**config.mk**
```make
export PLATFORM = sky130hd
export DESIGN_NAME = song_player
export DESIGN_NICKNAME = d
export VERILOG_FILES = /design/src/rtl/song_pkg.sv /design/src/rtl/song_rom.sv /design/src/rtl/song_player.sv
export SDC_FILE = /design/constraint.sdc
export NUM_CORES = 1
export LEC_CHECK = 0
export ABC_AREA = 1
export BUFFER_PORTS_ARGS = -buffer_cell sky130_fd_sc_hd__buf_2
export CAP_MARGIN = 20
export CORE_MARGIN = 4
export CORE_UTILIZATION = 60
export CTS_CLUSTER_DIAMETER = 120
export DETAILED_ROUTE_END_ITERATION = 8
export GPL_TIMING_DRIVEN = 0
export PLACE_DENSITY = 0.8
export SLEW_MARGIN = 10
export SYNTH_ARGS = -nofsm -noshare
export SYNTH_HDL_FRONTEND = slang
export SYNTH_HIERARCHICAL = 1
export SYNTH_SLANG_ARGS = --single-unit
```
**constraint.sdc**
```tcl
create_clock -name clk -period 5.8 [get_ports clk]
set_input_delay 0.58 -clock clk [delete_from_list [all_inputs] [get_ports clk]]
set_output_delay 0.58 -clock clk [all_outputs]
set_load 0.01 [all_outputs]
```
**src/rtl/song_pkg.sv**
```systemverilog
// Shared definitions for the song player: note codes, tone divider table
// and the player state encoding.
package song_pkg;

    localparam int NOTE_W = 6;

    // Note codes: 0 is a rest, then low / middle / high octaves of C major.
    localparam logic [NOTE_W-1:0] REST = 6'd0;
    localparam logic [NOTE_W-1:0] L1 = 6'd1,  L2 = 6'd2,  L3 = 6'd3,  L4 = 6'd4;
    localparam logic [NOTE_W-1:0] L5 = 6'd5,  L6 = 6'd6,  L7 = 6'd7;
    localparam logic [NOTE_W-1:0] M1 = 6'd8,  M2 = 6'd9,  M3 = 6'd10, M4 = 6'd11;
    localparam logic [NOTE_W-1:0] M5 = 6'd12, M6 = 6'd13, M7 = 6'd14;
    localparam logic [NOTE_W-1:0] H1 = 6'd15, H2 = 6'd16, H3 = 6'd17, H4 = 6'd18;
    localparam logic [NOTE_W-1:0] H5 = 6'd19, H6 = 6'd20, H7 = 6'd21;

    // Half-period counts at 2.08 MHz: round(1_040_000 / f_note). Rest and
    // unused codes give 0 so the wave generator stays silent.
    localparam logic [16:0] NOTE_DIV [64] = '{
        1: 17'd7950,  2: 17'd7083,  3: 17'd6310,  4: 17'd5956,
        5: 17'd5306,  6: 17'd4727,  7: 17'd4212,
        8: 17'd3975,  9: 17'd3542,  10: 17'd3155, 11: 17'd2978,
        12: 17'd2653, 13: 17'd2364, 14: 17'd2106,
        15: 17'd1988, 16: 17'd1771, 17: 17'd1578, 18: 17'd1489,
        19: 17'd1327, 20: 17'd1182, 21: 17'd1053,
        default: 17'd0
    };

    typedef enum logic {
        IDLE = 1'b0,
        PLAY = 1'b1
    } state_e;

endpackage

```
**src/rtl/song_rom.sv**
```systemverilog
// Song contents: combinational step -> {note_code, duration} lookup.
// Replace this file to change the tune.
module song_rom
    import song_pkg::*;
#(
    parameter int ADDR_W = 7,
    parameter int DUR_W  = 4
) (
    input  logic [ADDR_W-1:0] addr_i,
    output logic [NOTE_W-1:0] note_o,
    output logic [DUR_W-1:0]  dur_o
);

    // Opening phrase followed by a repeating middle-octave scale at two ticks per note.
    always_comb begin
        note_o = REST;
        dur_o  = DUR_W'(1);
        case (addr_i)
            ADDR_W'(0): begin note_o = M6;   dur_o = DUR_W'(2); end
            ADDR_W'(1): begin note_o = REST; dur_o = DUR_W'(1); end
            ADDR_W'(2): begin note_o = H1;   dur_o = DUR_W'(1); end
            ADDR_W'(3): begin note_o = M3;   dur_o = DUR_W'(2); end
            ADDR_W'(4): begin note_o = M3;   dur_o = DUR_W'(2); end
            ADDR_W'(5): begin note_o = M5;   dur_o = DUR_W'(0); end
            default: begin
                note_o = NOTE_W'(int'(M1) + (int'(addr_i) % 7));
                dur_o  = DUR_W'(2);
            end
        endcase
    end

endmodule

```
**src/rtl/song_player.sv**
```systemverilog
// Song player: steps through song_rom at tempo_tick rate and drives a tone
// divider / enable pair for a wave generator. All outputs are registered.
// Optional feature macro: SONG_PLAYER_GAP_EN (silent gap at the end of each note).
module song_player
    import song_pkg::*;
#(
    parameter int  DIV_W     = 17,
    parameter int  LEN       = 110,
    parameter int  DEPTH     = 128,
    parameter int  DUR_W     = 4,
    parameter int  GAP_TICKS = 1,
    localparam int ADDR_W    = $clog2(DEPTH)
) (
    input  logic              clk,
    input  logic              rst,
    input  logic              tempo_tick,
    input  logic              start,
    input  logic              stop,
    input  logic              loop_en,
    output logic [DIV_W-1:0]  div,
    output logic              enable,
    output logic              busy,
    output logic [ADDR_W-1:0] step,
    output logic              done
);

    localparam logic [ADDR_W-1:0] LAST_STEP = ADDR_W'(LEN - 1);

    state_e              state_q, state_d;
    logic [ADDR_W-1:0]   step_q, step_d;
    logic [DUR_W-1:0]    tick_q, tick_d;
    logic [DUR_W-1:0]    last_q, last_d;     // index of final tick of the current note
    logic [DIV_W-1:0]    div_q, div_d;
    logic                enable_q, enable_d;
    logic                busy_q, busy_d;
    logic                done_q, done_d;
    logic [NOTE_W-1:0]   rom_note;
    logic [DUR_W-1:0]    rom_dur;
    logic                in_gap;

    // The ROM is addressed by the next step so new div/enable land on the same edge.
    song_rom #(.ADDR_W(ADDR_W), .DUR_W(DUR_W)) u_rom (
        .addr_i (step_d),
        .note_o (rom_note),
        .dur_o  (rom_dur)
    );

    // A zero duration plays as one tick.
    assign last_d = (rom_dur == '0) ? '0 : rom_dur - DUR_W'(1);

`ifdef SONG_PLAYER_GAP_EN
    int gap_len;
    // Silence the final min(GAP_TICKS, dur-1) ticks of each note.
    always_comb begin
        gap_len = (GAP_TICKS < int'(last_d)) ? GAP_TICKS : int'(last_d);
        in_gap  = int'(tick_d) > (int'(last_d) - gap_len);
    end
`else
    assign in_gap = 1'b0;
`endif

    // State register and all registered outputs.
    always_ff @(posedge clk or posedge rst) begin
        if (rst) begin
            state_q  <= IDLE;
            step_q   <= '0;
            tick_q   <= '0;
            last_q   <= '0;
            div_q    <= '0;
            enable_q <= 1'b0;
            busy_q   <= 1'b0;
            done_q   <= 1'b0;
        end else begin
            state_q  <= state_d;
            step_q   <= step_d;
            tick_q   <= tick_d;
            last_q   <= last_d;
            div_q    <= div_d;
            enable_q <= enable_d;
            busy_q   <= busy_d;
            done_q   <= done_d;
        end
    end

    // Next state: start/stop handling (stop wins), tick counting and step advance.
    always_comb begin
        state_d = state_q;
        step_d  = step_q;
        tick_d  = tick_q;
        done_d  = 1'b0;
        unique case (state_q)
            IDLE: begin
                if (start && !stop) begin
                    state_d = PLAY;
                    step_d  = '0;
                    tick_d  = '0;
                end
            end
            PLAY: begin
                if (stop) begin
                    state_d = IDLE;
                    step_d  = '0;
                    tick_d  = '0;
                end else if (start) begin
                    step_d = '0;
                    tick_d = '0;
                end else if (tempo_tick) begin
                    if (tick_q >= last_q) begin
                        tick_d = '0;
                        if (step_q >= LAST_STEP) begin
                            step_d = '0;
                            if (!loop_en) begin
                                state_d = IDLE;
                                done_d  = 1'b1;
                            end
                        end else begin
                            step_d = step_q + ADDR_W'(1);
                        end
                    end else begin
                        tick_d = tick_q + DUR_W'(1);
                    end
                end
            end
            default: state_d = IDLE;
        endcase
    end

    // Output decode from the next state and the next step's ROM entry.
    always_comb begin
        busy_d   = (state_d == PLAY);
        div_d    = '0;
        enable_d = 1'b0;
        if (state_d == PLAY) begin
            div_d    = DIV_W'(NOTE_DIV[rom_note]);
            enable_d = (rom_note != REST) && !in_gap;
        end
    end

    assign div    = div_q;
    assign enable = enable_q;
    assign busy   = busy_q;
    assign step   = step_q;
    assign done   = done_q;

endmodule

```
==> qor.yml <==
floorplan:
  io_pins: 33
  fp-row-count: 25
  fp.dieH_um: 77.9
  die_x_um: 77.9
  core_area_mm2: 0.00472
  start_util_pct: 62.1
  die_area_mm2: 0.00608
placement:
  portBuffers: 28
  hpwl_um: 5160
  dp_slack_ns: -0.411
  gp_congestion: 0.930
routing:
  num_vias: 3086
  vias_per_cell: 5.40
  antenna_left: 0
  wire_per_inst_um: 13.2
  drc_errors: 0
  dr.pass1.iters: 5
  routed_wl_um: 7550
  drtIter0Drc: 178
setup_path:
  worstSetupPathType: "reg2reg"
  critPathBufInv: 9
  slowest_stage: "dfrtp_1"
  worstSetupEndpointType: "register"
  critPathTopFamily: "simple AND/OR/NAND/NOR gates"
  max_stage_delay_ns: 0.39
  cp-start-kind: "register"
  critPathMaxFanout: 8
  crit_required_ns: 5.96
  arrival_ns: 5.61
pwr:
  switching_share_pct: 51.6
  total_power_mw: 1.45
  p_seq_share_pct: 19.6
  p_int_uw: 701
  power_density_mw_per_mm2: 398
  p_leak_nw: 2.00
  switching_power_uw: 746
  p_comb_share_pct: 68.8
  peakVddDrop_v: 0.000391
  power_frac_clock_pct: 11.6
status:
  status: "finished clean"
run:
  drv_cap: 0
yosys:
  synth_edf_count: 0
  yosys-top-cells-area: "dfrtp_1 26%, nand2_1 14%, inv_1 8.1%"
  synth_cell_types: 38
  yosys.area_share.simple_pct: 37.0
  synth_area_mm2: 0.00294
  synthAdderAreaFrac_pct: 7.25
  yosys.area.top_type: "dfrtp_1"
  synth_top_area_share_pct: 26.4
  yosys_warnings: 6
  synth_top_family_by_area: "simple AND/OR/NAND/NOR gates"
  synth_cells: 448
  ys_seq_area_share_pct: 26.4
  synthMuxAreaShare_pct: 0
  syn_area_per_cell_um2: 6.55
  synth-main-ff-cell: "dfrtp_1"
  ys_seq_elements: 31
  synth_compound_area_share_pct: 14.5
  async_flop_share_pct: 100
  synthXorXnorAreaFrac_pct: 2.09
global_route:
  antenna_found_initial: 0
  grt_max_degree: 21
  grtUsageTotal_pct: 23.4
  grt_overflow: 0
  grt_pass1_vias: 2714
  grt_pass1_wl_um: 11700
sta:
  fmax_mhz: 184
  final_max_slew_viol_count: 0
  fin_crit_ns: 5.45
  final_hold_viol_count: 0
  hold-worst-slack_ns: 0.338
  tightest_slew_ns: 0.803
  post-route-period-util_pct: 93.9
  setup_violations: 0
  setup_ws_ns: 0.352
  relSlewSlack_pct: 46.0
  clock_skew_ns: 0.0126
layout:
  drive_gt1_share_pct: 28.9
  nNetsFinal: 528
  antenna_cells: 0
  final_cell_mix: "95 x nand2_1, 56 x inv_1, 46 x nor2_1, 31 x nand3_1"
  final_common_cell: "nand2_1"
  areaGrowthSynthToFinish_pct: 23.8
  final_core_util_pct: 77.0
cts:
  cts.sinks: 31
  worstSkewPairLatency_ns: 0.29
  cts_max_level: 2
  clk_pin_slew_ns: 0.07
  cts_buffer_depth: 2
  cts_buffers: 5
  clock-root-buffer: "clkbuf_8"
  cts_tree: "yes"
worst_hold_path:
  hp-class: "in2async"
==> logic make-up (layout without fill, tap and decap cells) <==
| logic type | Yosys count | in the layout |
|---|---|---|
| xor gates and xnor gates | 7 | 7 |
| adders and majority gates | 17 | 17 |
| and+or+nand+nor | 231 | 231 |
| buffers and inverters | 85 | 138 |
| other | 2 | 6 |
| DFF | 31 | 31 |
| AOI/OAI and AO/OA | 75 | 75 |
==> layout make-up <==
cell class | count | area, µm²
buffer | 14 | 105
clock buffer | 6 | 82.6
clock inverter | 1 | 5.00
fill | 340 | 1090
inverter | 70 | 265
multi-input combinational | 336 | 2010
sequential | 31 | 778
tap | 67 | 83.8
timing repair buffer | 47 | 303
==> per-stage QoR <==
stage	TNS, ns	instance area (µm²)	instances
floorplan	0	2950	452
global route	-0.463	3630	572
detailed placement	-3.36	3200	548
CTS	0	3310	555
finish	0	3630	572
global placement	-2.52	3170	547
==> worst reg2reg max path, delay by kind of cell, from the launching register on <==
| family | cells | cell delay (ns) |
|---|---|---|
| flip-flops | 1 | 0.39 |
| adder cells (fa/ha/maj) | 5 | 1.15 |
| AO/OA/AOI/OAI | 1 | 0.08 |
| AND/OR/NAND/NOR | 29 | 3.00 |
| buffers and inverters | 9 | 0.69 |
==> power by group through the flow <==
stage	registers (mW)	logic [mW]	clock network (mW)
finish	0.284	0.996	0.168
global route	0.288	1.11	0.183
CTS	0.282	0.851	0.168
detailed placement	0.286	0.833	0
global placement	0.285	0.824	0
floorplan	0.302	0.597	0
==> sequential cells by signal, summed over array words and instances (netlist names) <==
name,cells
busy,1
enable,1
div,13
last_q,4
tick_q,4
step,7
done,1
==> cell usage after synthesis, drive strengths merged (4+ instances only) <==
master / instances
nor3: 4
nand2: 119
a21oi: 24
ha: 17
o21ai: 37
nor2: 52
clkbuf: 4
o211ai: 5
dfrtp: 31
nand3: 47
buf: 11
nand4: 4
xor2: 7
inv: 69
==> path summary, 6_finish.rpt <==
kind / startpoint / endpoint / slack, ns / cells after the start
setup reg to reg: tick_q[3]$_DFFE_PP0P_ / enable$_DFF_PP0_ / 0.35 / 44
hold / removal: rst / step[3]$_DFF_PP0_ / 0.34 / 2
setup / recovery: tick_q[3]$_DFFE_PP0P_ / enable$_DFF_PP0_ / 0.35 / 44
hold reg to reg: tick_q[1]$_DFFE_PP0P_ / tick_q[1]$_DFFE_PP0P_ / 0.62 / 2
min in group clk: loop_en / done$_DFF_PP0_ / 0.59 / 4
max in group asynchronous: rst / step[0]$_DFF_PP0_ / 4.95 / 3
==> what timing repair did <==
action,CTS,global route
setup buffers,0,18
setup endpoints to repair,14,14
hold buffers,0,0
resized for setup,10,55
pin swaps,0,14
==> routing by layer <==
metal	global-route usage [%]	share of wire [%]	vias up	routed length (µm)
li1	-	-	1539	-
met1	31.1	43	1404	3280
met2	38.0	48	123	3660
met3	5.10	5.9	20	447
met4	6.99	2.2	0	166
met5	0	0	-	0
Note: power is estimated with default switching activity, not from simulation.
